### src/rtl/simple_processor_top_core_pkg.sv
// Shared types for the simple processor: data width, opcodes, step encoding
// and bus source selection.
package simple_processor_top_core_pkg;

  localparam int DW = 9;

  typedef logic [DW-1:0] word_t;

  localparam logic [2:0] OP_MV  = 3'b000;
  localparam logic [2:0] OP_MVI = 3'b001;
  localparam logic [2:0] OP_SUB = 3'b010;
  localparam logic [2:0] OP_ADD = 3'b011;

  typedef enum logic [1:0] {
    T0 = 2'd0,
    T1 = 2'd1,
    T2 = 2'd2,
    T3 = 2'd3
  } step_t;

  typedef enum logic [2:0] {
    SEL_NONE = 3'd0,
    SEL_R    = 3'd1,
    SEL_A    = 3'd2,
    SEL_G    = 3'd3,
    SEL_DIN  = 3'd4
  } bus_sel_t;

  function automatic logic is_arith(input logic [2:0] op);
    return (op == OP_ADD) || (op == OP_SUB);
  endfunction

endpackage

### src/rtl/simple_processor_top_core_if.sv
// Run/DIN request side and Bus/Done observation side of the processor.
interface simple_processor_top_core_if;
  import simple_processor_top_core_pkg::*;

  logic  Run;
  word_t DIN;
  word_t Bus;
  logic  Done;

  modport master (output Run, output DIN, input Bus, input Done);
  modport slave  (input Run, input DIN, output Bus, output Done);

endinterface

### src/rtl/simple_processor_top_core_regn.sv
// Data-width register with load enable and asynchronous active-high clear.
module simple_processor_top_core_regn
  import simple_processor_top_core_pkg::*;
(
  input  logic  clk_i,
  input  logic  rst_i,
  input  logic  ld_i,
  input  word_t d_i,
  output word_t q_o
);

  word_t q_q;

  always_ff @(posedge clk_i or posedge rst_i) begin
    if (rst_i) begin
      q_q <= '0;
    end else if (ld_i) begin
      q_q <= d_i;
    end
  end

  assign q_o = q_q;

endmodule

### src/rtl/simple_processor_top_core.sv
// Multi-cycle processor: step counter T0..T3, shared bus mux, add/sub unit,
// eight general registers plus A, G and IR.
module simple_processor_top_core
  import simple_processor_top_core_pkg::*;
(
  input  logic Clock,
  input  logic Resetn,
  simple_processor_top_core_if.slave io
);

  step_t    step_q;
  word_t    ir_q;
  word_t    a_q;
  word_t    g_q;
  word_t    r_q [8];
  word_t    bus;
  word_t    alu_d;
  bus_sel_t sel;
  logic [2:0] sel_idx;
  logic [7:0] r_ld;
  logic       a_ld;
  logic       g_ld;
  logic       ir_ld;
  logic       done;

  logic [2:0] op;
  logic [2:0] rx;
  logic [2:0] ry;

  assign op = ir_q[2:0];
  assign rx = ir_q[5:3];
  assign ry = ir_q[8:6];

  always_ff @(posedge Clock or posedge Resetn) begin
    if (Resetn) begin
      step_q <= T0;
    end else begin
      case (step_q)
        T0:      if (io.Run) step_q <= T1;
        T1:      step_q <= is_arith(op) ? T2 : T0;
        T2:      step_q <= T3;
        default: step_q <= T0;
      endcase
    end
  end

  // Control decode; reset forces step_q to T0, which keeps Bus and Done at 0.
  always_comb begin
    sel     = SEL_NONE;
    sel_idx = 3'd0;
    r_ld    = 8'd0;
    a_ld    = 1'b0;
    g_ld    = 1'b0;
    ir_ld   = 1'b0;
    done    = 1'b0;
    case (step_q)
      T0: ir_ld = io.Run;
      T1: begin
        case (op)
          OP_MV: begin
            sel       = SEL_R;
            sel_idx   = ry;
            r_ld[rx]  = 1'b1;
            done      = 1'b1;
          end
          OP_MVI: begin
            sel       = SEL_DIN;
            r_ld[rx]  = 1'b1;
            done      = 1'b1;
          end
          OP_ADD, OP_SUB: begin
            sel     = SEL_R;
            sel_idx = rx;
            a_ld    = 1'b1;
          end
          default: done = 1'b1;
        endcase
      end
      T2: begin
        sel     = SEL_R;
        sel_idx = ry;
        g_ld    = 1'b1;
      end
      default: begin
        sel      = SEL_G;
        r_ld[rx] = 1'b1;
        done     = 1'b1;
      end
    endcase
  end

  always_comb begin
    case (sel)
      SEL_R:   bus = r_q[sel_idx];
      SEL_A:   bus = a_q;
      SEL_G:   bus = g_q;
      SEL_DIN: bus = io.DIN;
      default: bus = '0;
    endcase
  end

  // Modulo-512 arithmetic; carry and borrow are dropped.
  assign alu_d = (op == OP_SUB) ? (a_q - bus) : (a_q + bus);

  assign io.Bus  = bus;
  assign io.Done = done;

  for (genvar gi = 0; gi < 8; gi++) begin : g_r
    simple_processor_top_core_regn u_r (
      .clk_i (Clock),
      .rst_i (Resetn),
      .ld_i  (r_ld[gi]),
      .d_i   (bus),
      .q_o   (r_q[gi])
    );
  end

  simple_processor_top_core_regn u_a (
    .clk_i (Clock),
    .rst_i (Resetn),
    .ld_i  (a_ld),
    .d_i   (bus),
    .q_o   (a_q)
  );

  simple_processor_top_core_regn u_g (
    .clk_i (Clock),
    .rst_i (Resetn),
    .ld_i  (g_ld),
    .d_i   (alu_d),
    .q_o   (g_q)
  );

  simple_processor_top_core_regn u_ir (
    .clk_i (Clock),
    .rst_i (Resetn),
    .ld_i  (ir_ld),
    .d_i   (io.DIN),
    .q_o   (ir_q)
  );

endmodule

### src/flat_wrapper.sv
// flat-port wrapper written by rule: the top's interface ports become plain ports
module simple_processor_top_core_flat import simple_processor_top_core_pkg::*;
  (Clock, Resetn, io_Run, io_DIN, io_Bus, io_Done);
  simple_processor_top_core_if io_i ();
  input  logic Clock;
  input  logic Resetn;
  input wire logic [$bits(io_i.Run)-1:0] io_Run;
  input wire logic [$bits(io_i.DIN)-1:0] io_DIN;
  output wire logic [$bits(io_i.Bus)-1:0] io_Bus;
  output wire logic [$bits(io_i.Done)-1:0] io_Done;
  assign io_i.Run = io_Run;
  assign io_i.DIN = io_DIN;
  assign io_Bus = io_i.Bus;
  assign io_Done = io_i.Done;
  simple_processor_top_core u_core (.Clock(Clock), .Resetn(Resetn), .io(io_i));
endmodule
### config.mk
export PLATFORM = sky130hd
export DESIGN_NAME = simple_processor_top_core_flat
export DESIGN_NICKNAME = d
export VERILOG_FILES = /design/src/rtl/simple_processor_top_core_pkg.sv /design/src/rtl/simple_processor_top_core_if.sv /design/src/rtl/simple_processor_top_core_regn.sv /design/src/rtl/simple_processor_top_core.sv /design/src/flat_wrapper.sv
export SDC_FILE = /design/constraint.sdc
export NUM_CORES = 1
export LEC_CHECK = 0
export ABC_AREA = 0
export CORE_MARGIN = 10
export CORE_UTILIZATION = 65
export CTS_BUF_LIST = sky130_fd_sc_hd__clkbuf_4 sky130_fd_sc_hd__clkbuf_8 sky130_fd_sc_hd__clkbuf_16
export DETAILED_ROUTE_END_ITERATION = 6
export GPL_ROUTABILITY_DRIVEN = 0
export PLACE_DENSITY_LB_ADDON = 0.15
export SYNTH_ARGS = -nofsm -noshare
export SYNTH_HDL_FRONTEND = slang
export SYNTH_SLANG_ARGS = --single-unit
### constraint.sdc
create_clock -name Clock -period 8.2 [get_ports Clock]
set_input_delay 1.23 -clock Clock [delete_from_list [all_inputs] [get_ports Clock]]
set_output_delay 1.23 -clock Clock [all_outputs]
set_load 0.02 [all_outputs]
==> run metrics, run 1 <==
EDFF count, synth 0; share of cells above drive strength 1 10.46%; post-synthesis sequential area ratio between 40% and 50%; Yosys warnings 0; total CTS buffers 9; Max Slew Vio Count 0; setup_tns 0 ps; Die ar. about 0.012 sq mm; Syn Std Cell Area a little over 0.005 sq mm; clk buf depth 2; Initial Utilization 66.87%; clk_skew 10.49 ps; htree depth 3; Post-CTS Resized 0; final hold violation count 0; Startpoint Class register; fmax 0.1582 GHz; fin crit share 77.09%; reg-to-reg slack, setup 1880 ps; Ports 22; HP Class register to register; Worst Path Required 8510 ps; FF+latch area 0.002527 sq mm; Filler Cell Count 557; Die H 109.2 um; antenna viol nets, final 0; first-pass GRT wire length ~22000 um; core region area slightly below 0.008 sq mm; Layout area overhead 8.547%; #FFs+latches synth approximately 100; DR DRC count 0; Routed wire per std cell 20.94 um; Row Count 32; clk_lat worst skew 380 ps; Slew headroom 23.93%; Post-Syn Instances between 500 and 600; worst-margin pin slew 1141 ps; outcome completed; Post-CTS Setup Bufs 0; root buffer cell clkbuf_8; Worst Path Max Fanout 20; Final Instance Area 0.005609 sq mm; syn_area_per_cell 9.641 sq um; Vias 4185; minimum clock period between 6000 and 7000 ps; Multi-input gate area 0.002405 sq mm; Yosys cell types 62; gr ovfl total 0; placed cell area about 0.0054 sq mm; Worst Path Class, Setup register to register; CTS tree built; Worst Path Arrival 6630 ps; Port-buffer cells 21; Async SR Flop Fraction 100.0%; Total GRT Usage between 20% and 30%; die width 109.2 um; antenna violations before repair 0; Setup crit end kind register; Finish-stage setup viols 0; max cap viols 0; pin count of the biggest net entering global routing 62; Nets about 570; drt via density 6.468; final core utilization 72.59%; hold-fix buffer count after cts 0; HPWL Detailed roughly 9000 um; final WL roughly 14000 um; Worst-path clk slew 100 ps; Clock Sink Count 101; drt first pass iters 4; final hold slack a little under 500 ps; RSZ-0062 raised after global routing no; post-synth net total 563; top_reg_cell synth dfrtp_1; DR iter-0 viols 384; vias in the first global route between 4000 and 5000; antenna cells 0
-- state kept, by name, summed over array words and instances, names as in the netlist --
register,flops
u_core.g_r.u_r.q_o,72
u_core.u_g.q_o,9
u_core.step_q,2
u_core.u_a.q_o,9
u_core.u_ir.q_o,9
-- layer usage --
layer	GRT usage, %	routed length (um)
met5	0	0
met4	11.49	499
met3	6.608	1167
met2	36.42	6332
met1	30.34	5549
-- cell type report --
class | instances | share of cell area, %
inverters | 17 | 1.182
repair buffers | 31 | 5.086
clock buffers | 11 | 2.699
clock inverters | 5 | 0.8253
multi-input cells | 380 | 42.87
flip-flops and latches | 101 | 45.06
well taps | 102 | 2.275
-- Yosys cell counts, types with 2 or more instances --
library cell | instances | area share, %
o21ai_0 | 77 | 7.5
a222oi_1 | 3 | 0.58
ha_1 | 14 | 3.4
nand3b_1 | 2 | 0.29
a22o_1 | 3 | 0.51
a21boi_0 | 2 | 0.29
a21o_1 | 4 | 0.58
nor2b_1 | 4 | 0.48
nor2_1 | 24 | 1.7
dfrtp_1 | 101 | 49
o31ai_1 | 2 | 0.29
a22oi_1 | 3 | 0.44
o221ai_1 | 12 | 2.0
nor3b_1 | 3 | 0.44
mux2_2 | 16 | 3.5
o211ai_1 | 3 | 0.44
a2111oi_0 | 2 | 0.34
and3_1 | 5 | 0.61
inv_1 | 16 | 1.2
mux2i_1 | 5 | 0.97
a21oi_1 | 31 | 3.0
xor2_1 | 3 | 0.51
o22ai_1 | 2 | 0.24
o2111ai_1 | 3 | 0.51
nand2_1 | 93 | 6.8
nand2b_1 | 3 | 0.36
or3b_2 | 3 | 0.51
buf_2 | 4 | 0.39
nand3_1 | 4 | 0.39
mux4_2 | 2 | 0.87
a211oi_1 | 9 | 1.3
buf_6 | 4 | 0.87
buf_1 | 7 | 0.51
clkbuf_1 | 23 | 1.7
and2_1 | 3 | 0.36
xnor2_1 | 11 | 1.9
a31oi_1 | 5 | 0.61
-- worst paths after layout --
check | cells past startpoint | endpoint | from
max | 19 | u_core.u_g.q_o[8]$_DFFE_PP0N_ | u_core.step_q[0]$_DFFE_PP0P_
min | 2 | u_core.g_r[3].u_r.q_o[8]$_DFFE_PP0P_ | u_core.g_r[3].u_r.q_o[8]$_DFFE_PP0P_
max reg2reg | 19 | u_core.u_g.q_o[8]$_DFFE_PP0N_ | u_core.step_q[0]$_DFFE_PP0P_
min reg2reg | 2 | u_core.g_r[3].u_r.q_o[8]$_DFFE_PP0P_ | u_core.g_r[3].u_r.q_o[8]$_DFFE_PP0P_
max in group asynchronous | 3 | u_core.g_r[7].u_r.q_o[5]$_DFFE_PP0P_ | Resetn
min in group asynchronous | 2 | u_core.u_a.q_o[0]$_DFFE_PP0P_ | Resetn
-- metrics by stage --
stage                     cells  setup WS (ps)
after CTS                   647           2010
after floorplan             536           3042
after global placement      631           2385
after global routing        647           1547
after detailed placement    631           2105
final                       647           1879
-- critical path: stages (launching register included) --
cell       delay [ps]
dfrtp_1           460
inv_1             120
ha_1              460
o211ai_1          410
nand2_1           600
a2111oi_4         470
a211oi_1           90
a222oi_1          970
buf_4             320
nand3_1           140
o31ai_1           340
xnor2_1           110
ha_1              350
or2_2             290
a21oi_1           160
a21oi_1            80
xor2_1            170
xnor2_1           160
or4_1             470
nand3_1            80
-- cells by family after synthesis --
| group | Yosys count | share of synthesized area [%] |
|---|---|---|
| buffers and inverters | 55 | 4.673 |
| and+or+nand+nor | 156 | 13.87 |
| AOI/OAI and AO/OA | 171 | 20.85 |
| DFF | 101 | 48.91 |
| muxes | 24 | 5.545 |
| adders and majority gates | 15 | 3.777 |
| xor gates and xnor gates | 14 | 2.373 |
-- placed cells by master (no fill, tap or decap), drive strengths merged, types with 4 or more instances in the layout --
cell	instances
a211oi	9
clkdlybuf4s50	21
xnor2	11
and3	5
ha	14
and2	4
a21o	4
o221ai	12
dfrtp	101
nor2b	4
mux2	17
nor2	24
buf	10
inv	21
clkbuf	11
a21oi	31
mux2i	5
nand2	94
a31oi	5
o21ai	77
nand3	4
Power of run 1 is not shown: default switching activity piles up to over one toggle a cycle in this logic, so the estimate is an artifact.
==> run 2, diff against run 1 <==
--- a/config.mk
+++ b/config.mk
@@ -7,7 +7,7 @@
 export LEC_CHECK = 0
 export ABC_AREA = 0
 export CORE_MARGIN = 10
-export CORE_UTILIZATION = 65
+export CORE_UTILIZATION = 61
 export CTS_BUF_LIST = sky130_fd_sc_hd__clkbuf_4 sky130_fd_sc_hd__clkbuf_8 sky130_fd_sc_hd__clkbuf_16
 export DETAILED_ROUTE_END_ITERATION = 6
 export GPL_ROUTABILITY_DRIVEN = 0
==> constraint.sdc (replaced) <==
create_clock -name Clock -period 5.87 [get_ports Clock]
set_input_delay 0.8805 -clock Clock [delete_from_list [all_inputs] [get_ports Clock]]
set_output_delay 0.8805 -clock Clock [all_outputs]
set_load 0.02 [all_outputs]
==> run 2 against run 1 <==
  * Global-route usage shrank 2.1 points
  * First-iteration DRC count rose by 8.1%
  * Via count down 0.14%
  * Non-clock buffer count grew 5
  * Setup slack got worse by 1500 ps
  * Count of clock-buffer cells in the layout decreased by 2
  * Clock skew increased by 5.9 ps
  * Highest routed layer unchanged
==> run metrics, run 2 (same netlist as run 1, synthesis figures left out) <==
Routed wire per std cell 20.34 um (-2.9%); fin crit share 94.28%; HP Class register to register; total CTS buffers 9 (unchanged); CTS tree built; hold path startpoint u_core.g_r[2].u_r.q_o[5]$_DFFE_PP0P_; Finish-stage setup viols 0 (unchanged); Row Count 33 (+3.1%); Filler Cell Count 631 (+13%); HPWL Detailed 9453 um (+3.0%); Worst Path Arrival 4650 ps (-1980 ps); htree depth 3 (unchanged); core region area 0.008217 sq mm (+6.3%); clk_skew 16.43 ps (+5.935 ps); commonest non-fill, non-tap cells in the layout dfrtp_1 (101), nand2_1 (93), o21ai_0 (77); Max Slew Vio Count 0 (unchanged); r2r startpoint u_core.step_q[1]$_DFFE_PP0P_; Vias 4179 (-0.14%); reg-to-reg slack, setup 380 ps (-1500 ps); Post-CTS Setup Bufs 0 (unchanged); Ports 22 (unchanged); DR iter-0 viols 415 (+8.1%); Slew headroom 40.98% (+17 points); Setup crit end kind output port; Worst-path clk slew 100 ps (about the same); pin count of the biggest net entering global routing 60 (-3.2%); clk_lat worst skew 380 ps (about the same); FF-to-FF path depth 19 (unchanged); WHS Endpoint u_core.g_r[2].u_r.q_o[5]$_DFFE_PP0P_; Worst Path Required 4990 ps (-3520 ps); Die H 112.0 um (+2.6%); setup_tns 0 ps (unchanged); most common cell after layout, fill and taps aside dfrtp_1; Startpoint Class register; Worst Path Max Fanout 12 (-40%); max cap viols 0 (unchanged); fmax 0.1807 GHz; final WL 13320 um (-1.7%); Clock Sink Count 101 (unchanged); final hold violation count 0 (unchanged); RSZ-0062 raised after global routing no; outcome completed; Die ar. 0.01255 sq mm (+5.3%); antenna cells 0 (unchanged); worst-margin pin slew 883.5 ps (-257.6 ps); root buffer cell clkbuf_8; Layout area overhead 9.709%; share of cells above drive strength 1 11.45% (+1.0 points); Nets 572 (+0.88%); vias in the first global route 4034 (-1.9%); Port-buffer cells 21 (unchanged); drt first pass iters 5 (+1); WHS Path Cells 2 (unchanged); Total GRT Usage 21.66% (-2.1 points); first-pass GRT wire length 22200 um (+1.8%); clk buf depth 2 (unchanged); minimum clock period 5534 ps; drt via density 6.380 (-1.4%); Worst Path Class, Setup register to output port; max reg flops 72 (unchanged); Initial Utilization 62.89% (-4.0 points); gr ovfl total 0 (unchanged); antenna viol nets, final 0 (unchanged); die width 112.0 um (+2.6%); antenna violations before repair 0 (unchanged); RR Endpoint u_core.u_g.q_o[8]$_DFFE_PP0N_; DR DRC count 0 (unchanged)
-- run 2: cell count changes in the layout (fill, tap and decap cells not counted) --
cell	before	now
inv_6	3	2
a221o_1	1	0
a221o_2	0	1
clkinv_8	0	1
bufinv_16	0	1
clkbuf_8	11	9
buf_4	10	15
clkinvlp_4	0	1
-- run 2: worst max-delay path: stages (launching register included) --
cell and delay (ps):
dfrtp_1 500, inv_1 100, ha_1 520, and4b_1 300, nand2_1 150, nand2_1 460, buf_4 280, mux2i_1 300
o221ai_1 200, nor2_1 630, buf_4 260, inv_1 40, clkdlybuf4s50_1 530
-- run 2: layout make-up --
cell class                 count  area, sq um  share of cell area, %
clock inverter                 7        91.34                  1.611
sequential                   101         2527                  44.58
multi-input combinational    380         2406                  42.44
timing repair buffer          36        322.8                  5.694
clock buffer                   9        123.9                  2.185
tap                          105        131.4                  2.317
inverter                      17        66.31                  1.170
-- run 2: how the worst max path moves through the flow --
| stage | from | slack (ps) | cells past startpoint | to |
|---|---|---|---|---|
| 2_1_floorplan | u_core.step_q[0]$_DFFE_PP0P_ | 710 | 26 | u_core.u_g.q_o[8]$_DFFE_PP0N_ |
| 3_3_place_gp | u_core.step_q[1]$_DFFE_PP0P_ | 540 | 19 | u_core.u_g.q_o[8]$_DFFE_PP0N_ |
| 3_5_place_dp | u_core.step_q[1]$_DFFE_PP0P_ | 340 | 19 | u_core.u_g.q_o[8]$_DFFE_PP0N_ |
| 4_1_cts | u_core.step_q[1]$_DFFE_PP0P_ | 310 | 19 | u_core.u_g.q_o[8]$_DFFE_PP0N_ |
| 5_1_grt | u_core.step_q[1]$_DFFE_PP0P_ | 20 | 12 | io_Bus[6] |
| 6_report | u_core.step_q[1]$_DFFE_PP0P_ | 340 | 12 | io_Bus[6] |
-- run 2: stage by stage --
stage / util (%) / hold slack, ps / instance area [sq um] / cells / setup WS, ps
after floorplan: - / 441.3 / 5167 / 536 / 711.6
after global placement: 66.36 / 457.2 / 5453 / 639 / 543.2
after detailed placement: 66.36 / 468.5 / 5453 / 639 / 344.9
after CTS: 68.98 / 490.7 / 5668 / 655 / 309.1
after global routing: 69.00 / 507.7 / 5669 / 655 / 17.95
final: 69.00 / 493.6 / 5669 / 655 / 336.0
-- run 2: layer usage --
layer	vias up	share of wire (%)	GRT usage, %
met2	170	47	34.19
met3	37	6.3	4.100
met4	0	2.3	5.922
met5	-	0	0
met1	2049	44	29.85
li1	1923	-	-
-- run 2: what timing repair did --
| item | in CTS | in global routing |
|---|---|---|
| resized for setup | 0 | 1 |
| hold buffers | 0 | 0 |
| endpoints found under the setup margin | 0 | 1 |
Power of run 2 is left out for the same reason.
